$ cat src/rtl/core_ctrl_if.sv
// ----------------------------------------------------------------------------
// core_ctrl_if
//
// Purpose: groups the control-sequencer signals that run between the glorb
// core datapath (Pc, Im, Alu, register file, data memory) and core_ctrl.
//
// Modports:
//   master - core_ctrl: samples go/instruction/zero_flag/mem_ready and drives
//            every enable, the memory handshake, status and debug outputs.
//   slave  - datapath side: drives the inputs, consumes the enables.
//
// Signals:
//   go           starts execution from IDLE
//   instruction  current Im output, opcode in [7:5]
//   zero_flag    registered ALU zero flag
//   mem_ready    data-memory completion for the current mem_req
//   pc_en        PC advances or loads at the next edge
//   pc_load      with pc_en, PC loads instruction[3:0] (branch_taken)
//   ir_load      instruction-register / operand latch enable
//   flag_we      ALU flag register write
//   rf_we        register file write to rd
//   wb_sel       writeback source: 0 = ALU out, 1 = memory read data
//   mem_req      data-memory access in progress
//   mem_we       with mem_req: 1 = store, 0 = load
//   halted       core stopped (HALT or FAULT)
//   fault        memory timeout occurred, sticky until reset
//   retired      completed-instruction count (CNT_W bits, wrapping)
//   state        current sequencer state, for debug
// ----------------------------------------------------------------------------
interface core_ctrl_if #(
    parameter int CNT_W = 16
);
    logic             go;
    logic [7:0]       instruction;
    logic             zero_flag;
    logic             mem_ready;

    logic             pc_en;
    logic             pc_load;
    logic             ir_load;
    logic             flag_we;
    logic             rf_we;
    logic             wb_sel;
    logic             mem_req;
    logic             mem_we;
    logic             halted;
    logic             fault;
    logic [CNT_W-1:0] retired;
    logic [2:0]       state;

    modport master (
        input  go, instruction, zero_flag, mem_ready,
        output pc_en, pc_load, ir_load, flag_we, rf_we, wb_sel,
               mem_req, mem_we, halted, fault, retired, state
    );

    modport slave (
        output go, instruction, zero_flag, mem_ready,
        input  pc_en, pc_load, ir_load, flag_we, rf_we, wb_sel,
               mem_req, mem_we, halted, fault, retired, state
    );
endinterface

$ cat src/rtl/core_ctrl.sv
// ----------------------------------------------------------------------------
// core_ctrl
//
// Purpose: multi-cycle control sequencer for the 8-bit glorb core. Latches the
// fetched opcode and steps FETCH -> DECODE -> EXEC/MEM -> WB, driving the PC,
// register file, flag and data-memory enables. Memory accesses that stay
// unready for MEM_TIMEOUT consecutive cycles put the core into FAULT.
//
// Parameters:
//   MEM_TIMEOUT  consecutive mem_ready-low MEM cycles before FAULT (1..255)
//   CNT_W        width of the retired-instruction counter
//
// Ports:
//   clk      core clock, rising edge
//   startup  asynchronous active-high reset
//   bus      core_ctrl_if.master (inputs go/instruction/zero_flag/mem_ready,
//            all enables, handshake, status and debug state)
// ----------------------------------------------------------------------------
module core_ctrl #(
    parameter int MEM_TIMEOUT = 15,
    parameter int CNT_W       = 16
) (
    input  logic        clk,
    input  logic        startup,
    core_ctrl_if.master bus
);

    typedef enum logic [2:0] {
        S_IDLE   = 3'd0,
        S_FETCH  = 3'd1,
        S_DECODE = 3'd2,
        S_EXEC   = 3'd3,
        S_MEM    = 3'd4,
        S_WB     = 3'd5,
        S_HALT   = 3'd6,
        S_FAULT  = 3'd7
    } state_t;

    typedef enum logic [2:0] {
        OP_ALU_REG = 3'b000,
        OP_ALU_IMM = 3'b001,
        OP_LOAD    = 3'b010,
        OP_STORE   = 3'b011,
        OP_BEQZ    = 3'b100,
        OP_JMP     = 3'b101,
        OP_NOP     = 3'b110,
        OP_HALT    = 3'b111
    } op_t;

    // Wait-counter value on the last tolerated unready MEM cycle; one more
    // unready cycle would make it reach MEM_TIMEOUT.
    localparam logic [7:0] LP_WAIT_LAST = 8'(MEM_TIMEOUT - 1);

    state_t           r_state;
    state_t           w_next_state;
    op_t              r_opcode;
    logic [7:0]       r_wait;
    logic [7:0]       w_wait_next;
    logic [CNT_W-1:0] r_retired;

    logic w_pc_en;
    logic w_pc_load;
    logic w_ir_load;
    logic w_flag_we;
    logic w_rf_we;
    logic w_wb_sel;
    logic w_mem_req;
    logic w_mem_we;
    logic w_halted;
    logic w_fault;
    logic w_retire;

    // ------------------------------------------------------------------------
    // State, opcode latch, wait counter and retired counter
    // ------------------------------------------------------------------------
    // NOTE: every register here is updated with non-blocking assignments so
    // all of them sample the pre-edge values of each other, like real flops.
    always_ff @(posedge clk or posedge startup) begin
        if (startup) begin
            r_state   <= S_IDLE;
            r_opcode  <= OP_ALU_REG;
            r_wait    <= '0;
            r_retired <= '0;
        end else begin
            r_state <= w_next_state;
            r_wait  <= w_wait_next;
            if (r_state == S_FETCH) begin
                r_opcode <= op_t'(bus.instruction[7:5]);
            end
            if (w_retire) begin
                r_retired <= r_retired + 1'b1;
            end
        end
    end

    // ------------------------------------------------------------------------
    // Next-state and output decode
    // ------------------------------------------------------------------------
    // NOTE: every signal written below gets a default first, so no path can
    // leave one unassigned and infer a latch.
    always_comb begin
        w_next_state = r_state;
        w_wait_next  = '0;
        w_pc_en      = 1'b0;
        w_pc_load    = 1'b0;
        w_ir_load    = 1'b0;
        w_flag_we    = 1'b0;
        w_rf_we      = 1'b0;
        w_wb_sel     = 1'b0;
        w_mem_req    = 1'b0;
        w_mem_we     = 1'b0;
        w_halted     = 1'b0;
        w_fault      = 1'b0;
        w_retire     = 1'b0;

        case (r_state)
            S_IDLE: begin
                if (bus.go) begin
                    w_next_state = S_FETCH;
                end
            end

            S_FETCH: begin
                w_ir_load    = 1'b1;
                w_next_state = S_DECODE;
            end

            S_DECODE: begin
                case (r_opcode)
                    OP_NOP: begin
                        w_pc_en      = 1'b1;
                        w_next_state = S_FETCH;
                    end
                    OP_JMP: begin
                        w_pc_en      = 1'b1;
                        w_pc_load    = 1'b1;
                        w_next_state = S_FETCH;
                    end
                    OP_BEQZ: begin
                        // Branch decision is the only DECODE output that
                        // looks at a live input.
                        w_pc_en      = 1'b1;
                        w_pc_load    = bus.zero_flag;
                        w_next_state = S_FETCH;
                    end
                    OP_ALU_REG, OP_ALU_IMM: begin
                        w_next_state = S_EXEC;
                    end
                    OP_LOAD, OP_STORE: begin
                        w_next_state = S_MEM;
                    end
                    OP_HALT: begin
                        // HALT counts as retired even though the PC stays.
                        w_retire     = 1'b1;
                        w_next_state = S_HALT;
                    end
                endcase
            end

            S_EXEC: begin
                w_flag_we    = 1'b1;
                w_next_state = S_WB;
            end

            S_MEM: begin
                w_mem_req = 1'b1;
                w_mem_we  = (r_opcode == OP_STORE);
                if (bus.mem_ready) begin
                    // Ready wins over a timeout landing in the same cycle.
                    if (r_opcode == OP_STORE) begin
                        w_pc_en      = 1'b1;
                        w_next_state = S_FETCH;
                    end else begin
                        w_next_state = S_WB;
                    end
                end else if (r_wait == LP_WAIT_LAST) begin
                    w_next_state = S_FAULT;
                end else begin
                    w_wait_next = r_wait + 1'b1;
                end
            end

            S_WB: begin
                w_rf_we      = 1'b1;
                w_pc_en      = 1'b1;
                w_wb_sel     = (r_opcode == OP_LOAD);
                w_next_state = S_FETCH;
            end

            S_HALT: begin
                w_halted = 1'b1;
            end

            S_FAULT: begin
                w_halted = 1'b1;
                w_fault  = 1'b1;
            end
        endcase

        // Every PC step retires exactly one instruction.
        w_retire = w_retire | w_pc_en;
    end

    // ------------------------------------------------------------------------
    // Output mapping
    // ------------------------------------------------------------------------
    assign bus.pc_en   = w_pc_en;
    assign bus.pc_load = w_pc_load;
    assign bus.ir_load = w_ir_load;
    assign bus.flag_we = w_flag_we;
    assign bus.rf_we   = w_rf_we;
    assign bus.wb_sel  = w_wb_sel;
    assign bus.mem_req = w_mem_req;
    assign bus.mem_we  = w_mem_we;
    assign bus.halted  = w_halted;
    assign bus.fault   = w_fault;
    assign bus.retired = r_retired;
    assign bus.state   = r_state;

endmodule
$ cat src/flat_wrapper.sv
// flat-port wrapper written by rule: the top's interface ports become plain ports
module core_ctrl_flat 
#(
    parameter int MEM_TIMEOUT = 15,
    parameter int CNT_W       = 16
)
  (clk, startup, bus_go, bus_instruction, bus_zero_flag, bus_mem_ready, bus_pc_en, bus_pc_load, bus_ir_load, bus_flag_we, bus_rf_we, bus_wb_sel, bus_mem_req, bus_mem_we, bus_halted, bus_fault, bus_retired, bus_state);
  core_ctrl_if #(.CNT_W(CNT_W)) bus_i ();
  input  logic clk;
  input  logic startup;
  input wire logic [$bits(bus_i.go)-1:0] bus_go;
  input wire logic [$bits(bus_i.instruction)-1:0] bus_instruction;
  input wire logic [$bits(bus_i.zero_flag)-1:0] bus_zero_flag;
  input wire logic [$bits(bus_i.mem_ready)-1:0] bus_mem_ready;
  output wire logic [$bits(bus_i.pc_en)-1:0] bus_pc_en;
  output wire logic [$bits(bus_i.pc_load)-1:0] bus_pc_load;
  output wire logic [$bits(bus_i.ir_load)-1:0] bus_ir_load;
  output wire logic [$bits(bus_i.flag_we)-1:0] bus_flag_we;
  output wire logic [$bits(bus_i.rf_we)-1:0] bus_rf_we;
  output wire logic [$bits(bus_i.wb_sel)-1:0] bus_wb_sel;
  output wire logic [$bits(bus_i.mem_req)-1:0] bus_mem_req;
  output wire logic [$bits(bus_i.mem_we)-1:0] bus_mem_we;
  output wire logic [$bits(bus_i.halted)-1:0] bus_halted;
  output wire logic [$bits(bus_i.fault)-1:0] bus_fault;
  output wire logic [$bits(bus_i.retired)-1:0] bus_retired;
  output wire logic [$bits(bus_i.state)-1:0] bus_state;
  assign bus_i.go = bus_go;
  assign bus_i.instruction = bus_instruction;
  assign bus_i.zero_flag = bus_zero_flag;
  assign bus_i.mem_ready = bus_mem_ready;
  assign bus_pc_en = bus_i.pc_en;
  assign bus_pc_load = bus_i.pc_load;
  assign bus_ir_load = bus_i.ir_load;
  assign bus_flag_we = bus_i.flag_we;
  assign bus_rf_we = bus_i.rf_we;
  assign bus_wb_sel = bus_i.wb_sel;
  assign bus_mem_req = bus_i.mem_req;
  assign bus_mem_we = bus_i.mem_we;
  assign bus_halted = bus_i.halted;
  assign bus_fault = bus_i.fault;
  assign bus_retired = bus_i.retired;
  assign bus_state = bus_i.state;
  core_ctrl #(.MEM_TIMEOUT(MEM_TIMEOUT), .CNT_W(CNT_W)) u_core (.clk(clk), .startup(startup), .bus(bus_i));
endmodule
$ cat config.mk
export PLATFORM = sky130hd
export DESIGN_NAME = core_ctrl_flat
export DESIGN_NICKNAME = d
export VERILOG_FILES = /design/src/rtl/core_ctrl_if.sv /design/src/rtl/core_ctrl.sv /design/src/flat_wrapper.sv
export SDC_FILE = /design/constraint.sdc
export NUM_CORES = 1
export LEC_CHECK = 0
export BUFFER_PORTS_ARGS = -buffer_cell sky130_fd_sc_hd__buf_2
export CAP_MARGIN = 5
export CORE_ASPECT_RATIO = 1.75
export CORE_MARGIN = 8
export CORE_UTILIZATION = 40
export CTS_CLUSTER_DIAMETER = 30
export DETAILED_ROUTE_END_ITERATION = 12
export PLACE_DENSITY_LB_ADDON = 0.05
export SYNTH_ARGS = -nofsm -noshare
export SYNTH_HDL_FRONTEND = slang
export SYNTH_SLANG_ARGS = --single-unit
$ cat constraint.sdc
create_clock -name clk -period 1.7 [get_ports clk]
set_clock_uncertainty 0.15 [all_clocks]
set_input_delay 0.17 -clock clk [delete_from_list [all_inputs] [get_ports clk]]
set_output_delay 0.17 -clock clk [all_outputs]
set_load 0.01 [all_outputs]
Yosys cells after proc, flatten, opt, wreduce, memory -nomap -nowiden. Cells that the tools add are included.

$add $sub $neg: 2. Equal/unequal tests: 17. Multiplexer cells: 25. Bitwise logic cells: 1. Reductions and logical operators: 8.

Operator list (count): 3-bit equality test (second input constant) (8); 8-bit 2-to-1 mux (3); 3-bit one-hot mux with 6 select lines (1); 16-bit by 1-bit adder with 16-bit output (second input constant) (1); 1-bit 2-to-1 mux (14); 3-bit by 2-bit equality test with 1-bit output (second input constant) (4); 3-bit 2-to-1 mux (4); 3-bit one-hot mux with 4 select lines (1); 8-bit by 1-bit adder with 8-bit output (second input constant) (1); 8-bit by 4-bit equality test with 1-bit output (second input constant) (1); 3-bit by 1-bit equality test with 1-bit output (second input constant) (2); 3-bit logical NOT (2); 6-bit nonzero test (1); 2-bit OR reduction (3); 3-bit by 2-bit inequality test with 1-bit output (second input constant) (1); 1-bit one-hot mux with 3 select lines (1); 3-bit AND reduction (1); 3-bit OR reduction (1); 2-bit inequality test (second input constant) (1); 1-bit one-hot mux with 2 select lines (1); 1-bit bitwise OR (1).

Flip-flop bits (word level): 30. Bits of input ports: 13.

Depth between registers and ports, before layout.
Depth in word-level cells: 5. Depth in mapped cells: 6. Mapped depth without buffers: 6.

Worst setup path after synthesis. No wires, ideal clock.

Kind: register to register. Start: register u_core.r_state[0] (netlist: u_core.bus.state[0]). End: register u_core.r_opcode[1]. Setup time: 125 ps. Data arrival time: 1570 ps. Required time: 1425 ps. Path slack: -145 ps. Cell stages (with the launch flop): 5. Buffers on the path: 1. Path through: dfrtp_1 > buf_4 > inv_1 > nor3_1 > mux2_2.

Cells in the longest elaborated chain, start to end: 1.

Ends and longest elaborated chain: from (decl) (RTL line core_ctrl.sv:54) `state_t r_state;`; from (signal assigned) (RTL line core_ctrl.sv:85) `r_state <= w_next_state;`; 3-bit by 1-bit equality test with 1-bit output (RTL line core_ctrl.sv:87) `if (r_state == S_FETCH) begin`; to (signal assigned) (RTL line core_ctrl.sv:88) `r_opcode <= op_t'(bus.instruction[7:5]);`; to (decl) (RTL line core_ctrl.sv:56) `op_t r_opcode;`.

Every way passes these cells. A chain may end at the register's enable or synchronous reset.

Worst setup path in the final report.
Start: register u_core.r_state[0] (netlist: u_core.bus.state[0]). End: output bus_pc_load.

Cells in the longest elaborated chain, start to end: 2.

Ends and longest elaborated chain: 3-bit by 2-bit equality test with 1-bit output (RTL line core_ctrl.sv:116) `case (r_state)`; 1-bit 2-to-1 mux (RTL line core_ctrl.sv:116); to (decl) (RTL line flat_wrapper.sv:16) `output wire logic [$bits(bus_i.pc_load)-1:0] bus_pc_load;`.

Every way passes these cells.

==> impl_metrics.ini <==
[outcome]
status = complete, but fails checks
violations = setup timing

[worst_setup_path]
worstPathRequired_ns = 1.38
startpoint_type = flip-flop
rr_worst_depth = 4
slowest_delay_ns = 0.44
crit_chain = nand4bb_4 -> buf_6 -> nor3_2 -> buf_2
reg2reg_slack_ns = 0.02
cp-end-kind = output pin
crit_type = flip-flop to output pin
crit_path_max_fanout = 4
crit_slowest_cell = dfrtp_2
cp.arrival_ns = 1.38

[sta]
rsz0062_at_grt = yes
finalSetupViolCount = 1
worstMarginPinSlew_ns = 0.3776
min_period_ns = 1.704
hold_violations = 0
maxSlewHeadroom_pct = 74.83
max_freq_mhz = 586.7
fin_hold_ws_ns = 0.08370
slew_violations = 0
post-route-period-util_pct = 100.3
setup_slack_ns = -0.004357

[logic_synthesis]
syn_avg_cell_area_um2 = 10.97
yosys_register_bits = 30
synth_top_area_share_pct = 45.94
synthTopCellsByArea = dfrtp_1 (46%), xor2_1 (9.1%), nor2_1 (3.9%)
netlist_instances = 149
syn_nets = 165
synth_area_um2 = 1634
ys_seq_area_share_pct = 45.94
yosysWarnings = 0
synth_async_sr_flop_share_pct = 100.0
synth_top_area_cell = dfrtp_1
synth_edf_count = 0
synth_cell_types = 39
synthFlopType = dfrtp_1

[routing]
routed_wl_mm = 3.851
dr.first_iter.drc_count = 89
avgViaCountPerCell = 4.956
vias = 1338
routedWlPerCell_um = 14.26
drcViolationCount = 0
antenna_left = 0
drt_first_pass_iters = 4

[global_routing]
met2_usage_pct = 23.00
grt_pass1_vias = 1462
antenna_found_initial = 0
grt_use_met3_pct = 3.786
grt_pass1_wl_mm = 6.630
use_met1_pct = 12.66
grt.busiest_layer = met2
grt_max_degree = 31
grt_overflow = 0
grt_usage_pct = 12.76

[power_and_ir_drop]
switching_share_pct = 20.27
p_comb_share_pct = 2.4
p_clk_share_pct = 43.5
vdd_drop_max_mv = 0.4591
p_int_w = 0.001053
seqPwrFrac_pct = 54.1
cellPowerDensity_nw_per_um2 = 568.2
p_leak_nw = 1.086
p_switching_w = 0.0002677

[min_path]
hp-class = primary input to flip-flop
hold_depth = 3

[final_layout]
multi_input_area_um2 = 922.1
final_cell_mix = buf_2 (36), dfrtp_1 (26), buf_4 (20)
fillers = 369
drive_gt1_share_pct = 46.15
layout_commonest_cell = buf_2
final_nets = 236
fin_util_pct = 57.63
register_area_um2 = 755.7
synthToLayoutAreaGrowth_pct = 42.27
antenna_cells = 0

[die]
core-area_um2 = 4034
rows = 31
ioPinCount = 42
initial_core_util_pct = 40.51
die_w_um = 64.32
die_area_um2 = 6467
die_h_um = 100.6

[clock_network]
cts_max_level = 2
cts_tree = done
numCtsBuffers = 5
clk_latency_ns = 0.27
clk_pin_slew_ns = 0.06
clk_path_buf_depth = 2
clock_sinks = 30
root_buffer = clkbuf_8

[placement]
place.gp.congestion = 0.7599
portBuffers = 36
place_hpwl_mm = 2.939
place_ws_ns = -0.01908

[job]
cap_violations = 0
## per-layer routing
metal  up-vias  wire length (um)
met5         -                 0
met4         0                82
met3         4               228
met2        35              2024
met1       641              1516
li1        658                 -
## area by class of cell
| class | instances | share of cell area, % |
|---|---|---|
| multi-input combinational | 106 | 39.67 |
| clock buffer | 7 | 3.714 |
| timing repair buffer | 68 | 19.81 |
| inverter | 9 | 1.453 |
| tap | 49 | 2.637 |
| sequential | 30 | 32.51 |
| clock inverter | 1 | 0.2153 |
## final timing paths
kind / startpoint / to
worst max-delay path: u_core.bus.state[0]$_DFFE_PP0P_ / bus_pc_load
worst min-delay path: bus_go / u_core.bus.state[0]$_DFFE_PP0P_
worst max register to register: u_core.bus.state[0]$_DFFE_PP0P_ / u_core.bus.retired[14]$_DFFE_PP0P_
worst min register to register: u_core.bus.retired[15]$_DFFE_PP0P_ / u_core.bus.retired[15]$_DFFE_PP0P_
max in group asynchronous: startup / u_core.bus.state[2]$_DFFE_PP0P_
min in group asynchronous: startup / u_core.bus.retired[9]$_DFFE_PP0P_
## through the flow
stage                     area (um2)  setup TNS (ns)  total power, W  instances
after floorplan                 1647        -0.06831       0.0007378        149
after global placement          2038       -0.007441       0.0007532        255
after detailed placement        2038        -0.02679       0.0007538        255
after CTS                       2250        -0.02204        0.001345        268
after global routing            2325         -0.5741        0.001378        270
final                           2325       -0.004357        0.001321        270
## worst max-delay path: cells and delay by family (launching register included)
kind / cells / cell delay [ns]
flip-flops: 1 / 0.44
AND/OR/NAND/NOR: 2 / 0.38
buffers and inverters: 2 / 0.30
## power groups by stage
stage | Clock (W) | Sequential, W | Combinational, W
6_report | 0.000575 | 0.000714 | 0.0000321
5_1_grt | 0.000627 | 0.000713 | 0.0000371
4_1_cts | 0.000597 | 0.000714 | 0.0000341
3_5_place_dp | 0 | 0.000727 | 0.0000267
3_3_place_gp | 0 | 0.000727 | 0.0000261
2_1_floorplan | 0 | 0.000727 | 0.0000107
## synthesized netlist by cell type (4+ instances only)
| cell | instances |
|---|---|
| dfrtp_1 | 30 |
| xnor2_1 | 4 |
| nor3_1 | 6 |
| o21ai_0 | 5 |
| xor2_1 | 17 |
| nand3_1 | 6 |
| nor2_1 | 17 |
| nand2_1 | 9 |
| inv_1 | 9 |
## sequential cells by signal (all words and copies together) (netlist names)
| signal | cells |
|---|---|
| u_core.bus.state | 3 |
| u_core.r_opcode | 3 |
| u_core.r_wait | 8 |
| u_core.bus.retired | 16 |
## cell families (layout without fill, tap and decap cells)
group / after synthesis / after routing / share of synthesized area [%]
AO/OA/AOI/OAI: 13 / 13 / 5.743
XOR/XNOR: 21 / 21 / 11.26
adder cells (fa/ha/maj): 3 / 3 / 2.297
buffers and inverters: 13 / 85 / 3.981
flip-flops: 30 / 30 / 45.94
multiplexers: 3 / 3 / 2.067
AND/OR/NAND/NOR: 66 / 66 / 28.71
## repair_timing
action                                  in CTS  in global routing
setup buffers                                1                  2
hold buffers                                 4                  0
pin swaps                                    1                  4
resized for setup                           16                 12
endpoints found under the setup margin       6                 15
endpoints found under the hold margin       33                  0
(Power assumes the default switching activity.)
